File: src/rtl/dw_pkg.sv
// rtl/dw_pkg.sv - shared state encoding and width helpers for the depthwise conv scheduler
package dw_pkg;

  typedef enum logic [2:0] {
    ST_IDLE,
    ST_ARM,
    ST_STREAM,
    ST_DRAIN,
    ST_FINISH
  } dw_state_e;

  // Width of the ARM/DRAIN cycle counter; wide enough for any practical TIMEOUT.
  localparam int DW_CNT_W = 32;

  function automatic int dw_width(input int n);
    return (n > 1) ? $clog2(n) : 1;
  endfunction

  localparam int DW_DEF_ADDR_W = dw_width(112 * 112 * 16);
  localparam int DW_DEF_CH_W   = dw_width(16);

endpackage

File: src/rtl/dw_fetch_counter.sv
// rtl/dw_fetch_counter.sv - c/x/y fetch coordinate walker, channel fastest, then x, then y
module dw_fetch_counter
  import dw_pkg::*;
#(
  parameter int CHANNELS  = 16,
  parameter int IN_WIDTH  = 112,
  parameter int IN_HEIGHT = 112
) (
  input  logic                                            clk,
  input  logic                                            rst,
  input  logic                                            i_clear,
  input  logic                                            i_adv,
  output logic [dw_width(CHANNELS)-1:0]                   o_ch,
  output logic [dw_width(IN_WIDTH*IN_HEIGHT*CHANNELS)-1:0] o_addr,
  output logic                                            o_last
);

  localparam int CH_W   = dw_width(CHANNELS);
  localparam int X_W    = dw_width(IN_WIDTH);
  localparam int Y_W    = dw_width(IN_HEIGHT);
  localparam int ADDR_W = dw_width(IN_WIDTH * IN_HEIGHT * CHANNELS);

  localparam logic [CH_W-1:0] C_LAST = CH_W'(CHANNELS - 1);
  localparam logic [X_W-1:0]  X_LAST = X_W'(IN_WIDTH - 1);
  localparam logic [Y_W-1:0]  Y_LAST = Y_W'(IN_HEIGHT - 1);

  logic [CH_W-1:0]   r_c;
  logic [X_W-1:0]    r_x;
  logic [Y_W-1:0]    r_y;
  logic [ADDR_W-1:0] r_addr;
  logic              w_c_wrap;
  logic              w_x_wrap;
  logic              w_y_wrap;

  assign w_c_wrap = (r_c == C_LAST);
  assign w_x_wrap = (r_x == X_LAST);
  assign w_y_wrap = (r_y == Y_LAST);
  assign o_last   = w_c_wrap && w_x_wrap && w_y_wrap;
  assign o_ch     = r_c;
  assign o_addr   = r_addr;

  // With channel fastest, (y*W+x)*C+c is simply the running fetch index,
  // so the address advances in lockstep instead of needing multipliers.
  always_ff @(posedge clk) begin
    if (rst || i_clear) begin
      r_c    <= '0;
      r_x    <= '0;
      r_y    <= '0;
      r_addr <= '0;
    end else if (i_adv) begin
      r_addr <= o_last ? '0 : r_addr + ADDR_W'(1);
      if (w_c_wrap) begin
        r_c <= '0;
        if (w_x_wrap) begin
          r_x <= '0;
          r_y <= w_y_wrap ? '0 : r_y + Y_W'(1);
        end else begin
          r_x <= r_x + X_W'(1);
        end
      end else begin
        r_c <= r_c + CH_W'(1);
      end
    end
  end

endmodule

File: src/rtl/dw_conv_scheduler.sv
// rtl/dw_conv_scheduler.sv - streams one feature-map layer into the depthwise conv engine
module dw_conv_scheduler
  import dw_pkg::*;
#(
  parameter int N          = 16,
  parameter int CHANNELS   = 16,
  parameter int IN_WIDTH   = 112,
  parameter int IN_HEIGHT  = 112,
  parameter int ARM_CYCLES = 64,
  parameter int TIMEOUT    = 4096
) (
  input  logic                                            clk,
  input  logic                                            rst,
  input  logic                                            i_start,
  input  logic                                            i_stall,
  output logic                                            o_fm_rd,
  output logic [dw_width(IN_WIDTH*IN_HEIGHT*CHANNELS)-1:0] o_fm_addr,
  input  logic [N-1:0]                                    i_fm_data,
  output logic                                            o_conv_en,
  output logic [N-1:0]                                    o_conv_data,
  output logic [dw_width(CHANNELS)-1:0]                   o_conv_ch,
  output logic                                            o_conv_valid,
  input  logic                                            i_conv_done,
  input  logic                                            i_conv_vout,
  output logic                                            o_busy,
  output logic                                            o_layer_done,
  output logic                                            o_error,
  output logic [31:0]                                     o_out_count
);

  localparam int CH_W   = dw_width(CHANNELS);
  localparam int ADDR_W = dw_width(IN_WIDTH * IN_HEIGHT * CHANNELS);

  localparam logic [DW_CNT_W-1:0] ARM_LAST = DW_CNT_W'(ARM_CYCLES - 1);
  localparam logic [DW_CNT_W-1:0] TO_LAST  = DW_CNT_W'(TIMEOUT - 1);

  dw_state_e           r_state;
  dw_state_e           w_next;
  logic [DW_CNT_W-1:0] r_cyc;
  logic                r_rd_d;
  logic [CH_W-1:0]     r_ch_d;
  logic                r_error;
  logic [31:0]         r_out_count;

  logic                w_fm_rd;
  logic                w_last;
  logic                w_clear;
  logic                w_timeout;
  logic                w_busy;
  logic                w_conv_en;
  logic                w_layer_done;
  logic [CH_W-1:0]     w_ch;
  logic [ADDR_W-1:0]   w_addr;

  dw_fetch_counter #(
    .CHANNELS (CHANNELS),
    .IN_WIDTH (IN_WIDTH),
    .IN_HEIGHT(IN_HEIGHT)
  ) u_fetch (
    .clk    (clk),
    .rst    (rst),
    .i_clear(w_clear),
    .i_adv  (w_fm_rd),
    .o_ch   (w_ch),
    .o_addr (w_addr),
    .o_last (w_last)
  );

  always_ff @(posedge clk) begin
    if (rst) begin
      r_state <= ST_IDLE;
    end else begin
      r_state <= w_next;
    end
  end

  always_comb begin
    w_next       = r_state;
    w_fm_rd      = 1'b0;
    w_clear      = 1'b0;
    w_timeout    = 1'b0;
    w_busy       = 1'b1;
    w_conv_en    = 1'b0;
    w_layer_done = 1'b0;
    case (r_state)
      ST_IDLE: begin
        w_busy = 1'b0;
        if (i_start) begin
          w_next  = ST_ARM;
          w_clear = 1'b1;
        end
      end
      ST_ARM: begin
        w_conv_en = 1'b1;
        if (r_cyc == ARM_LAST) begin
          w_next = ST_STREAM;
        end
      end
      ST_STREAM: begin
        w_conv_en = 1'b1;
        w_fm_rd   = !i_stall;
        if (w_fm_rd && w_last) begin
          w_next = ST_DRAIN;
        end
      end
      ST_DRAIN: begin
        // A done arriving on the timeout cycle is a clean finish.
        w_conv_en = 1'b1;
        if (i_conv_done) begin
          w_next = ST_FINISH;
        end else if (r_cyc == TO_LAST) begin
          w_next    = ST_FINISH;
          w_timeout = 1'b1;
        end
      end
      ST_FINISH: begin
        w_layer_done = 1'b1;
        w_next       = ST_IDLE;
      end
      default: begin
        w_next = ST_IDLE;
      end
    endcase
  end

  always_ff @(posedge clk) begin
    if (rst) begin
      r_cyc       <= '0;
      r_rd_d      <= 1'b0;
      r_ch_d      <= '0;
      r_error     <= 1'b0;
      r_out_count <= '0;
    end else begin
      // r_cyc counts cycles spent in the current state; ARM and DRAIN use it.
      r_cyc  <= (w_next != r_state) ? '0 : r_cyc + DW_CNT_W'(1);
      r_rd_d <= w_fm_rd;
      if (w_fm_rd) begin
        r_ch_d <= w_ch;
      end
      if (w_clear) begin
        r_error     <= 1'b0;
        r_out_count <= '0;
      end else begin
        if (w_timeout || (i_conv_done && (r_state == ST_ARM || r_state == ST_STREAM))) begin
          r_error <= 1'b1;
        end
        if (w_busy && i_conv_vout && (r_out_count != 32'hFFFF_FFFF)) begin
          r_out_count <= r_out_count + 32'd1;
        end
      end
    end
  end

  // Read data is passed straight through in the cycle after the fetch.
  assign o_conv_data  = r_rd_d ? i_fm_data : '0;
  assign o_conv_valid = r_rd_d;
  assign o_conv_ch    = r_ch_d;
  assign o_fm_rd      = w_fm_rd;
  assign o_fm_addr    = w_addr;
  assign o_conv_en    = w_conv_en;
  assign o_busy       = w_busy;
  assign o_layer_done = w_layer_done;
  assign o_error      = r_error;
  assign o_out_count  = r_out_count;

endmodule

File: config.mk
export PLATFORM = sky130hd
export DESIGN_NAME = dw_conv_scheduler
export DESIGN_NICKNAME = d
export VERILOG_FILES = /design/src/rtl/dw_pkg.sv /design/src/rtl/dw_fetch_counter.sv /design/src/rtl/dw_conv_scheduler.sv
export SDC_FILE = /design/constraint.sdc
export NUM_CORES = 1
export LEC_CHECK = 0
export CAP_MARGIN = 10
export CORE_ASPECT_RATIO = 1.25
export CORE_MARGIN = 4
export CORE_UTILIZATION = 35
export DETAILED_ROUTE_END_ITERATION = 10
export GPL_TIMING_DRIVEN = 0
export HOLD_SLACK_MARGIN = 0.03
export PLACE_DENSITY_LB_ADDON = 0.3
export SYNTH_ARGS = -nofsm -noshare
export SYNTH_HDL_FRONTEND = slang
export SYNTH_HIERARCHICAL = 1
export SYNTH_SLANG_ARGS = --single-unit
File: constraint.sdc
create_clock -name clk -period 3 [get_ports clk]
set_clock_uncertainty 0.1 [all_clocks]
set_input_delay 0.9 -clock clk [delete_from_list [all_inputs] [get_ports clk]]
set_output_delay 0.9 -clock clk [all_outputs]
set_load 0.02 [all_outputs]
=== Word-level counts from Yosys, hierarchy flattened ===
Cells that the tools add are included.
W data, S select, Z words.

* Magnitude comparators: 0
* Add/sub/neg operators: 6
* Equality and inequality tests: 11
* Shift-type cells: 0
* Multipliers: 0
* Divide/modulo/power cells: 0
* Muxes and demuxes: 20
* Bitwise operators: 0
* Reductions and logical operators: 16

{| class="wikitable"
|+ Operator list
! cell !! count
|-
| $add A32 B1 Y32 const B || 2
|-
| $eq A32 B12 Y1 const B || 1
|-
| $eq A32 B6 Y1 const B || 1
|-
| $ne A32 B32 Y1 const B || 1
|-
| $add A18 B1 Y18 const B || 1
|-
| $mux W18 || 1
|-
| $mux W16 || 1
|-
| $mux W3 || 5
|-
| $add A7 B1 Y7 const B || 2
|-
| $eq A7 B7 Y1 const B || 2
|-
| $mux W7 || 2
|-
| $pmux W3 S4 || 1
|-
| $mux W1 || 9
|-
| $eq A3 B2 Y1 const B || 2
|-
| $logic_and A1 B1 Y1 || 6
|-
| $add A4 B1 Y4 const B || 1
|-
| $eq A4 B4 Y1 const B || 1
|-
| $mux W4 || 1
|-
| $reduce_or A2 Y1 || 2
|-
| $eq A3 B1 Y1 const B || 1
|-
| $eq A3 B3 Y1 const B || 1
|-
| $logic_not A3 Y1 || 1
|-
| $logic_or A1 B1 Y1 || 3
|-
| $ne A3 B3 Y1 || 1
|-
| other kinds (4) || 4
|}

* Bits in latches: 0
* RAM bits: 0
* ROM bits: 0
* Logic and storage cells: 63
* Input port bits: 22
* Register bits after elaboration: 109
* Memories: 0

=== Depth between registers and ports, before layout ===
Gate-level depths: netlist of run 1.

* Depth in word-level cells: 8
* Gate-level depth with buffers: 10

=== Hierarchy ===
Netlist of run 1, hierarchy kept.

{| class="wikitable"
|+ Modules (own cells, without submodules)
! module !! instances !! area an instance (um^2) !! cells each !! seq. area each (um^2)
|-
| dw_conv_scheduler || 1 || 3716.1 || 433 || 1461.4
|-
| dw_fetch_counter || 1 || 1689.1 || 191 || 720.7
|}

=== Worst setup path before layout of run 1 ===
Ideal clock, no wire load.

* Kind: input port to flip-flop
* From: input i_stall
* To: register u_fetch.r_addr[17], in the netlist u_fetch/o_addr[17]
* Cell stages on the path: 6
* Arrival: 2883 ps
* Library setup time: 66 ps
* Setup slack: -50 ps
* Required time: 2834 ps
* Path through: nor3_2 > clkbuf_1 > nand4_1 > or4_4 > or3_1 > a21oi_2

* Cells in the longest elaborated chain, start to end: 2

{| class="wikitable"
|+ Ends and longest elaborated chain
! what !! line !! source
|-
| start, declared || dw_conv_scheduler.sv:15 || <nowiki>input logic i_stall,</nowiki>
|-
| $logic_not A1 Y1 || dw_conv_scheduler.sv:101 || <nowiki>w_fm_rd = !i_stall;</nowiki>
|-
| $mux W1 || dw_conv_scheduler.sv:85 || <nowiki>case (r_state)</nowiki>
|-
| end signal, assigned || dw_fetch_counter.sv:51 || <nowiki>r_addr <= o_last ? '0 : r_addr + ADDR_W'(1);</nowiki>
|-
| end, declared || dw_fetch_counter.sv:30 || <nowiki>logic [ADDR_W-1:0] r_addr;</nowiki>
|}

No other way between the ends.
A chain may end at the register's enable or synchronous reset.

=== Final worst setup path of run 1 ===
* From: input i_stall
* To: output o_fm_rd

* Cells in the longest elaborated chain, start to end: 2

{| class="wikitable"
|+ Ends and longest elaborated chain
! what !! line !! source
|-
| $logic_not A1 Y1 || dw_conv_scheduler.sv:101 ||
|-
| $mux W1 || dw_conv_scheduler.sv:85 ||
|-
| end, declared || dw_conv_scheduler.sv:16 || <nowiki>output logic o_fm_rd,</nowiki>
|}

No other way between the ends.

==> impl_metrics.toml, run 1 <==
[setup_path]
reg2reg_depth = 10
cp-end-kind = "output port"
start_kind = "input pin"
cpPeakStageDelay_ns = 0.48
cp.buffers_inverters = 2
cp_data_required_time_ns = 2.00
criticalPathCategory = "input pin to output port"
r2r_end = "r_cyc[14]"
critPathTopFamily = "buffers and inverters"
arrival_ns = 1.95
path_cells = "clkdlybuf4s50_1 > nor3_4 > dlygate4sd2_1"
cp_max_fo = 3
reg2reg_slack_ns = 0.20
crit_path_top_delay_cell = "clkdlybuf4s50_1"
reg2reg_from = "u_fetch/r_x[0]"

[pwr]
clockPowerShare_pct = 42.5
p_seq_share_pct = 52.1
p_sw_uw = 609
share_comb_of_total_power_pct = 5.4
switching_share_pct = 21.8
leakage_nw = 2.30
powerDensity_nw_per_um2 = 402
internal-power_mw = 2.18
peakVddDrop_uv = 297

[floorplan]
die_h_um = 147
fp.dieArea_um2 = 17500
rows = 50
die_w_um = 119
start_util_pct = 35.9
ioPinCount = 98
core_area_um2 = 15100

[timing]
relSlewSlack_pct = 39.8
final-setup-viol-count = 0
worst_hold_slack_ns = 0.382
fin_crit_sh_pct = 98.5
timing.final.hold_violations = 0
fmax_mhz = 339
worst_slack_ns = 0.0461
layout_min_cycle_time_ns = 2.95
finalMaxSlewViolations = 0
tightest_slew_ns = 0.895

[grt]
grt_pass1_vias = 4739
grt_max_degree = 17
overflow = 0
grt_usage_pct = 15.3
grt_antenna_before_repair = 0
grt_pass1_wl_um = 22400

[synth]
synth_edf_count = 0
syn_avg_cell_area_um2 = 8.66
synth_warnings = 6
synth_area_um2 = 5410
synth_fp_nets = 652
synthDistinctLibCells = 56
synthFlopType = "dfxtp_1"
ys_ff_latch = 109
syn-instance-count = 624
ys_seq_area_share_pct = 40.4
ys_async_sr_fraction_pct = 0

[cells_and_area]
mostFrequentLayoutCells = "dfxtp_1 (109), clkdlybuf4s50_1 (79), nor2_1 (56), nor3_1 (41), nand2_1 (38)"
post-route-cell-area_um2 = 6940
antenna_cells = 0
area_growth_pct = 28.3
final_util_pct = 46.0
drive_gt1_share_pct = 8.01
layout_commonest_cell = "dfxtp_1"
nets = 761

[run]
drv_cap = 0

[placement]
gp_congestion = 0.801
portBuffers = 97
dpl_cell_area_um2 = 6640
dpl_worst_slack_ns = -0.504
hpwlAfterDp_um = 10100

[clocking]
cts_buffers = 9
cts_tree = "built"
clk_pin_slew_ns = 0.06
clk_latency_ns = 0.35
clock-sinks = 109
htree_num_levels = 3
clockBufferDepth = 2
clockRootBuffer = "clkbuf_16"

[worst_hold_path]
hold_depth = 1
min_to = "r_cyc[0]"
min_from = "r_cyc[0]"
min_path_type = "register to register"

[routing]
drt-pass1-iter-count = 4
first_iter_violations = 346
wire_per_inst_um = 14.2
vias = 4919
drc = 0
drtAntennaViolNets = 0
wirelength_um = 13400
vias_per_cell = 5.21

[status]
run_status = "complete, no violations"
[per-layer routing]
| metal | up-vias | GRT usage, % | wire length, um |
|---|---|---|---|
| li1 | 2479 | - | - |
| met2 | 102 | 26.8 | 6840 |
| met5 | - | 0 | 0 |
| met4 | 0 | 5.22 | 185 |
| met3 | 16 | 3.58 | 671 |
| met1 | 2322 | 18.2 | 5740 |
[how the worst max path moves through the flow]
stage | start | end | slack (ns) | depth (start not counted)
2_1_floorplan | i_stall | u_fetch/o_addr[17] | 0.13 | 6
3_3_place_gp | i_stall | o_fm_rd | -0.51 | 3
3_5_place_dp | i_stall | o_fm_rd | -0.50 | 3
4_1_cts | r_state[2] | o_layer_done | 0.002 | 4
5_1_grt | u_fetch/r_x[0] | r_cyc[18] | -0.001 | 10
6_report | i_stall | o_fm_rd | 0.05 | 3
[cells in the mapped netlist (2+ instances only)]
cell type  instances  share of area, %
a21oi_1           30               2.8
a21oi_2            3              0.49
a31oi_1            4              0.46
and2_1            18               2.1
and3_1            11               1.3
and4_1            11               1.8
buf_2             13               1.2
buf_4              2              0.28
buf_6              4              0.83
clkbuf_1           9              0.62
dfxtp_1          109                40
ha_1               6               1.4
inv_1             12              0.83
mux2i_1            9               1.7
nand2_1           38               2.6
nand2b_1           5              0.58
nand3_1           29               2.7
nand3_2            2              0.37
nand4_1           30               3.5
nand4_2            2              0.46
nand4b_1           3              0.49
nor2_1            56               3.9
nor2b_1            3              0.35
nor3_1            43               4.0
nor3b_1            2              0.28
nor4_1            16               1.9
o211ai_1           5              0.69
o21ai_0           15               1.4
o21ai_1           10              0.93
o311ai_1           2              0.32
o31ai_1            2              0.28
or2_2              3              0.35
or3_1             28               3.2
or4_1              7              0.97
or4_4              2              0.42
xnor2_1           32               5.2
xor2_1            29               4.7
[flip-flops by register name (all words and copies together) (netlist names)]
| signal | count |
|---|---|
| o_conv_ch | 4 |
| o_conv_valid | 1 |
| o_error | 1 |
| o_out_count | 32 |
| r_cyc | 32 |
| r_state | 3 |
| u_fetch/o_addr | 18 |
| u_fetch/o_ch | 4 |
| u_fetch/r_x | 7 |
| u_fetch/r_y | 7 |
[cells by family (layout without fill, tap and decap cells)]
family | after synthesis | count (layout) | share of synthesized area [%]
simple gates | 318 | 318 | 33.2
fa+ha+maj | 6 | 6 | 1.39
mux | 9 | 9 | 1.67
xor+xnor | 61 | 61 | 9.88
compound gates | 81 | 81 | 9.72
buf+inv | 40 | 153 | 3.77
flops | 109 | 109 | 40.4
[power by group through the flow]
stage | clock (mW) | combinational (mW) | sequential [mW]
after detailed placement | 0 | 0.149 | 1.49
after global placement | 0 | 0.146 | 1.49
after global routing | 1.28 | 0.163 | 1.45
final | 1.19 | 0.151 | 1.45
after floorplan | 0 | 0.0839 | 1.49
after CTS | 1.22 | 0.149 | 1.45
[metrics by stage]
| stage | setup TNS [ns] | instances | power (mW) |
|---|---|---|---|
| 2_1_floorplan | 0 | 624 | 1.57 |
| 3_3_place_gp | -12.64 | 929 | 1.63 |
| 3_5_place_dp | -13.07 | 929 | 1.64 |
| 4_1_cts | 0 | 944 | 2.83 |
| 5_1_grt | -0.00116 | 945 | 2.89 |
| 6_report | 0 | 945 | 2.79 |
[what timing repair did]
item                       in CTS  in global routing
setup endpoints to repair      29                  2
pin swaps                       1                  0
hold buffers                    0                  0
setup buffers                   1                  1
gates resized for setup        18                  2
[layout make-up]
cell class	instances	area [um2]
Timing Repair Buffer	99	967
Buffer	27	155
Sequential cell	109	2180
Clock buffer	11	243
Multi-Input combinational cell	475	3040
Tap cell	208	260
Fill cell	1481	8140
Clock inverter	4	48.8
Inverter	12	45.0
[worst reg2reg max path, cell delays in order (launching register included)]
cell	delay [ns]
dfxtp_1	0.37
ha_1	0.22
nand4_2	0.23
or4_1	0.60
nor2_1	0.19
nand2_1	0.08
o22ai_1	0.16
a21oi_1	0.13
a221oi_4	0.34
buf_6	0.20
nor3_1	0.07
Note: power is estimated with default switching activity, not from simulation.
==> inputs of run 2 (changes only) <==
--- a/config.mk
+++ b/config.mk
@@ -7,7 +7,7 @@
 export LEC_CHECK = 0
 export CAP_MARGIN = 10
 export CORE_ASPECT_RATIO = 1.25
-export CORE_MARGIN = 4
+export CORE_MARGIN = 2
 export CORE_UTILIZATION = 35
 export DETAILED_ROUTE_END_ITERATION = 10
 export GPL_TIMING_DRIVEN = 0
==> run 2 against run 1 <==
Against the previous run: sequential cell count stayed put; cell count shrank 2.6%; combinational power down 3%; via count fell by 0.69%; utilization decreased by 0.11 points; first-iteration DRC count shrank 12%; worst hold slack got worse by 0.0081 ns; critical path depth unchanged; setup slack improved by 0.031 ns; sequential share of layout area up 0.21 points; largest cell class unchanged.
==> impl_metrics.toml, run 2 (same netlist as run 1, synthesis figures left out) <==
[timing]
fin_crit_sh_pct = 97.4
layout_min_cycle_time_ns = 2.92
worst_slack_ns = 0.0767
relSlewSlack_pct = 43.7
tightest_slew_ns = 0.838
fmax_mhz = 342
rsz0062_at_grt = "false"
timing.final.hold_violations = 0
finalMaxSlewViolations = 0
final-setup-viol-count = 0

[setup_path]
start_kind = "input pin"
cp-end-kind = "output port"
reg2reg_slack_ns = 0.21
reg2reg_from = "u_fetch/r_x[0]"
path_cells = "clkdlybuf4s50_1 > nor3_4 > clkdlybuf4s15_1"
reg2reg_depth = 10
r2r_end = "r_cyc[19]"
criticalPathCategory = "input pin to output port"
crit_cells = 3
cp_data_required_time_ns = 2.00
cp.buffers_inverters = 2
cp_max_fo = 3
arrival_ns = 1.92
cpPeakStageDelay_ns = 0.48
critPathTopFamily = "buffers and inverters"
crit_path_top_delay_cell = "clkdlybuf4s50_1"

[placement]
dpl_worst_slack_ns = -0.570
gp_congestion = 0.836
portBuffers = 97
hpwlAfterDp_um = 9560

[pwr]
p_seq_share_pct = 52.8
p_sw_uw = 648
peakVddDrop_uv = 237
share_comb_of_total_power_pct = 5.3
switching_share_pct = 23.5
internal-power_mw = 2.11
clockPowerShare_pct = 41.9
powerDensity_nw_per_um2 = 400
leakage_nw = 2.28

[run]
drv_cap = 0

[clocking]
clockBufferDepth = 2
clk_latency_ns = 0.36
cts_buffers = 9
clock-sinks = 109
clockRootBuffer = "clkbuf_16"
clk_pin_slew_ns = 0.07
cts_tree = "built"
htree_num_levels = 3

[grt]
grt_pass1_vias = 4650
grt_max_degree = 19
overflow = 0
grt_pass1_wl_um = 22000
grt_usage_pct = 16.2
grt_antenna_before_repair = 0

[routing]
drtAntennaViolNets = 0
vias = 4885
wire_per_inst_um = 14.1
drt-pass1-iter-count = 5
first_iter_violations = 304
vias_per_cell = 5.31
drc = 0
wirelength_um = 13000

[cells_and_area]
drive_gt1_share_pct = 8.13
mostFrequentLayoutCells = "dfxtp_1 (109), clkdlybuf4s50_1 (79), nor2_1 (56), nor3_1 (42), nand2_1 (38)"
antenna_cells = 0
nets = 761
final_util_pct = 45.9
layout_commonest_cell = "dfxtp_1"
area_growth_pct = 27.5

[floorplan]
ioPinCount = 98
die_w_um = 115
rows = 50
core_area_um2 = 15000
fp.dieArea_um2 = 16500
die_h_um = 143
start_util_pct = 36.0

[worst_hold_path]
min_path_type = "register to register"
min_from = "u_fetch/r_x[1]"
min_to = "u_fetch/r_x[1]"
hold_depth = 2

[status]
run_status = "complete, no violations"
run 2: changes by cell type in the layout (fill, tap and decap cells not counted):
cell / change
bufinv_16: -1
clkbuf_1: -1
clkdlybuf4s15_1: +1
clkinvlp_4: +1
dlygate4sd2_1: -1
inv_6: +2
nor3_1: +1
nor3_2: -1
run 2: worst register-to-register path: cells and delay by family, from the launching register on:
| family | cells | cell delay [ns] |
|---|---|---|
| DFF | 1 | 0.36 |
| buffers and inverters | 1 | 0.20 |
| AOI/OAI and AO/OA | 3 | 0.59 |
| adders and majority gates | 1 | 0.21 |
| and+or+nand+nor | 5 | 1.21 |
run 2: final cells by class:
cell class,count,area (um2)
Fill cell,1442,8120
Clock inverter,6,43.8
Multi-Input combinational cell,475,3030
Buffer,27,155
Tap cell,182,228
Inverter,12,45.0
Timing Repair Buffer,99,968
Clock buffer,10,239
Sequential cell,109,2180
run 2: repair_timing:
action                                  in CTS  in global routing
hold buffers                                 0                  0
endpoints found under the setup margin      30                  3
resized for setup                           18                  2
pin swaps                                    2                  0
setup buffers                                1                  1
run 2: layer usage:
metal | vias to the layer above | global-route usage (%) | part of all wire [%]
met5 | - | 0 | 0
met4 | 0 | 6.47 | 1.6
met3 | 12 | 3.06 | 3.8
met2 | 86 | 27.4 | 49
met1 | 2298 | 20.3 | 45
li1 | 2489 | - | -
run 2: worst max-delay path by stage:
stage,startpoint,end
finish,i_stall,o_fm_rd
global route,i_stall,o_fm_rd
CTS,r_state[2],o_layer_done
detailed placement,i_stall,u_fetch/r_x[4]
global placement,i_stall,u_fetch/r_x[0]
floorplan,i_stall,u_fetch/o_addr[17]
run 2: through the flow:
stage                     instances  setup TNS, ns  total power [mW]  area (um2)  hold WS, ns
after floorplan                 624              0              1.57        5410        0.343
after global placement          903         -12.54              1.63        6610        0.362
after detailed placement        903         -14.17              1.64        6610        0.370
after CTS                       919              0              2.79        6880        0.380
after global routing            920              0              2.85        6890        0.411
final                           920              0              2.75        6890        0.374
run 2: power by group through the flow:
stage	Combinational, mW	Clock [mW]	Sequential [mW]
after floorplan	0.0839	0	1.49
after global placement	0.145	0	1.49
after detailed placement	0.147	0	1.49
after CTS	0.148	1.19	1.45
after global routing	0.161	1.23	1.45
final	0.146	1.15	1.45
==> inputs of run 3 (changes only) <==
--- a/config.mk
+++ b/config.mk
@@ -6,7 +6,7 @@
 export NUM_CORES = 1
 export LEC_CHECK = 0
 export CAP_MARGIN = 10
-export CORE_ASPECT_RATIO = 1.25
+export CORE_ASPECT_RATIO = 1.75
 export CORE_MARGIN = 2
 export CORE_UTILIZATION = 35
 export DETAILED_ROUTE_END_ITERATION = 10
==> constraint.sdc (replaced) <==
create_clock -name clk -period 2.6 [get_ports clk]
set_clock_uncertainty 0.1 [all_clocks]
set_input_delay 0.78 -clock clk [delete_from_list [all_inputs] [get_ports clk]]
set_output_delay 0.78 -clock clk [all_outputs]
set_load 0.02 [all_outputs]
==> run 3 against run 2 <==
Against the previous run: cell area grew 1.7%; global-route usage rose by 0.83 points; sequential power rose by 16%; total power is 15% higher; first-iteration DRC count fell by 40%; clock power up 13%; largest power group unchanged; highest routed layer unchanged; sequential share of layout area fell by 0.52 points; die area grew 0.20%; setup slack lost 0.058 ns; critical path type unchanged; critical path depth stayed put.
==> impl_metrics.toml, run 3 (same netlist as run 1, synthesis figures left out) <==
[status]
run_status = "complete, no violations"

[clocking]
htree_num_levels = 3
clk_latency_ns = 0.35
clockBufferDepth = 2
clk_pin_slew_ns = 0.07
cts_hold_buf = 0
clock-sinks = 109
cts_buffers = 9
cts_tree = "built"
clockRootBuffer = "clkbuf_16"

[worst_hold_path]
hold_depth = 1
min_to = "r_cyc[0]"
min_path_type = "register to register"
min_from = "r_cyc[0]"

[floorplan]
ioPinCount = 98
die_h_um = 168
start_util_pct = 35.5
fp.dieArea_um2 = 16500
rows = 60
die_w_um = 97.9
core_area_um2 = 15200

[cells_and_area]
nets = 767
mostFrequentLayoutCells = "dfxtp_1 (108), clkdlybuf4s50_1 (76), nor2_1 (55), nor3_1 (41), nand2_1 (38)"
area_growth_pct = 29.7
fillCellCount = 1461
drive_gt1_share_pct = 10.4
layout_commonest_cell = "dfxtp_1"
regArea_um2 = 2180
antenna_cells = 0
multi_input_area_um2 = 3100

[routing]
wire_per_inst_um = 15.2
drt-pass1-iter-count = 6
first_iter_violations = 182
met2WireLength_um = 7750
wirelength_um = 14100
vias = 5005
met1_length_um = 5540
wl_met3_um = 494
drtAntennaViolNets = 0
vias_per_cell = 5.39
highest_layer = "met4"
drc = 0

[setup_path]
cp-end-kind = "output port"
cp_data_required_time_ns = 1.72
reg2reg_depth = 11
startpoint = "i_fm_data[3]"
cpPeakStageDelay_ns = 0.46
path_cells = "clkdlybuf4s50_1 > and2_1 > dlygate4sd2_1"
r2r_end = "r_cyc[10]"
criticalPathCategory = "input pin to output port"
reg2reg_slack_ns = 0.13
crit_path_top_delay_cell = "clkdlybuf4s50_1"
reg2reg_from = "u_fetch/r_y[1]"
start_kind = "input pin"
cp_max_fo = 1
arrival_ns = 1.70

[timing]
layout_min_cycle_time_ns = 2.58
fmax_mhz = 387
timing.final.hold_violations = 0
tightest_slew_ns = 0.886
finalMaxSlewViolations = 0
relSlewSlack_pct = 40.5
rsz0062_at_grt = "false"
worst_slack_ns = 0.0191
fin_setup_tns_ns = 0
worst_hold_slack_ns = 0.390
fin_crit_sh_pct = 99.3
final-setup-viol-count = 0

[grt]
grt_antenna_before_repair = 0
grt_pass1_wl_um = 23600
overflow = 0
grt_pass1_vias = 5064
grt_usage_pct = 17.1
grt_max_degree = 19

[pwr]
share_comb_of_total_power_pct = 5.8
powerDensity_nw_per_um2 = 450
p_sw_uw = 749
internal-power_mw = 2.41
p_seq_share_pct = 53.2
peakVddDrop_uv = 399
clockPowerShare_pct = 41.1
total_power_mw = 3.16
leakage_nw = 2.31
switching_share_pct = 23.7

[placement]
portBuffers = 97
gp_congestion = 0.825
dpl_worst_slack_ns = -0.728
hpwlAfterDp_um = 10400

[run]
drv_cap = 0
## run 3: power groups by stage
stage,logic [mW],registers [mW],clock network (mW)
6_report,0.182,1.68,1.30
5_1_grt,0.197,1.68,1.41
4_1_cts,0.179,1.68,1.34
3_5_place_dp,0.173,1.72,0
3_3_place_gp,0.169,1.72,0
2_1_floorplan,0.0968,1.72,0
## run 3: per-stage QoR
stage / instances / cell area [um2] / utilization (%)
after floorplan: 624 / 5410 / -
after global placement: 907 / 6620 / 43.4
after detailed placement: 907 / 6620 / 43.4
after CTS: 926 / 6940 / 45.5
after global routing: 929 / 7010 / 46.0
final: 929 / 7010 / 46.0
## run 3: critical path, delay by kind of cell
family	cells	cell delay [ns]
buffers and inverters	2	0.79
AND/OR/NAND/NOR	1	0.12
## run 3: how the worst max path moves through the flow
stage | to | cells after the start | slack (ns)
CTS | u_fetch/o_addr[16] | 7 | -0.05
detailed placement | u_fetch/r_x[0] | 7 | -0.73
floorplan | u_fetch/o_addr[17] | 6 | 0.04
finish | o_conv_data[3] | 3 | 0.02
global route | o_conv_data[3] | 3 | 0.001
global placement | u_fetch/r_x[0] | 7 | -0.74
## run 3: layout make-up
cell class | count | share of cell area (%)
sequential | 109 | 31.1
timing repair buffer | 105 | 14.6
inverter | 12 | 0.643
buffer | 27 | 2.21
clock inverter | 6 | 0.696
multi-input combinational | 475 | 44.2
tap | 186 | 3.32
clock buffer | 9 | 3.21
## run 3: repair_timing
item                                    in CTS  in global routing
pin swaps                                    2                  2
cloned                                       1                  0
resized for setup                           29                 15
buffers inserted                             4                  3
endpoints found under the setup margin      80                 46
## run 3: routing by layer
layer  vias to the layer above  global-route usage [%]
met5                         -                       0
met4                         0                    6.40
met3                        25                    3.07
met2                       121                    32.3
met1                      2375                    18.6
li1                       2484                       -
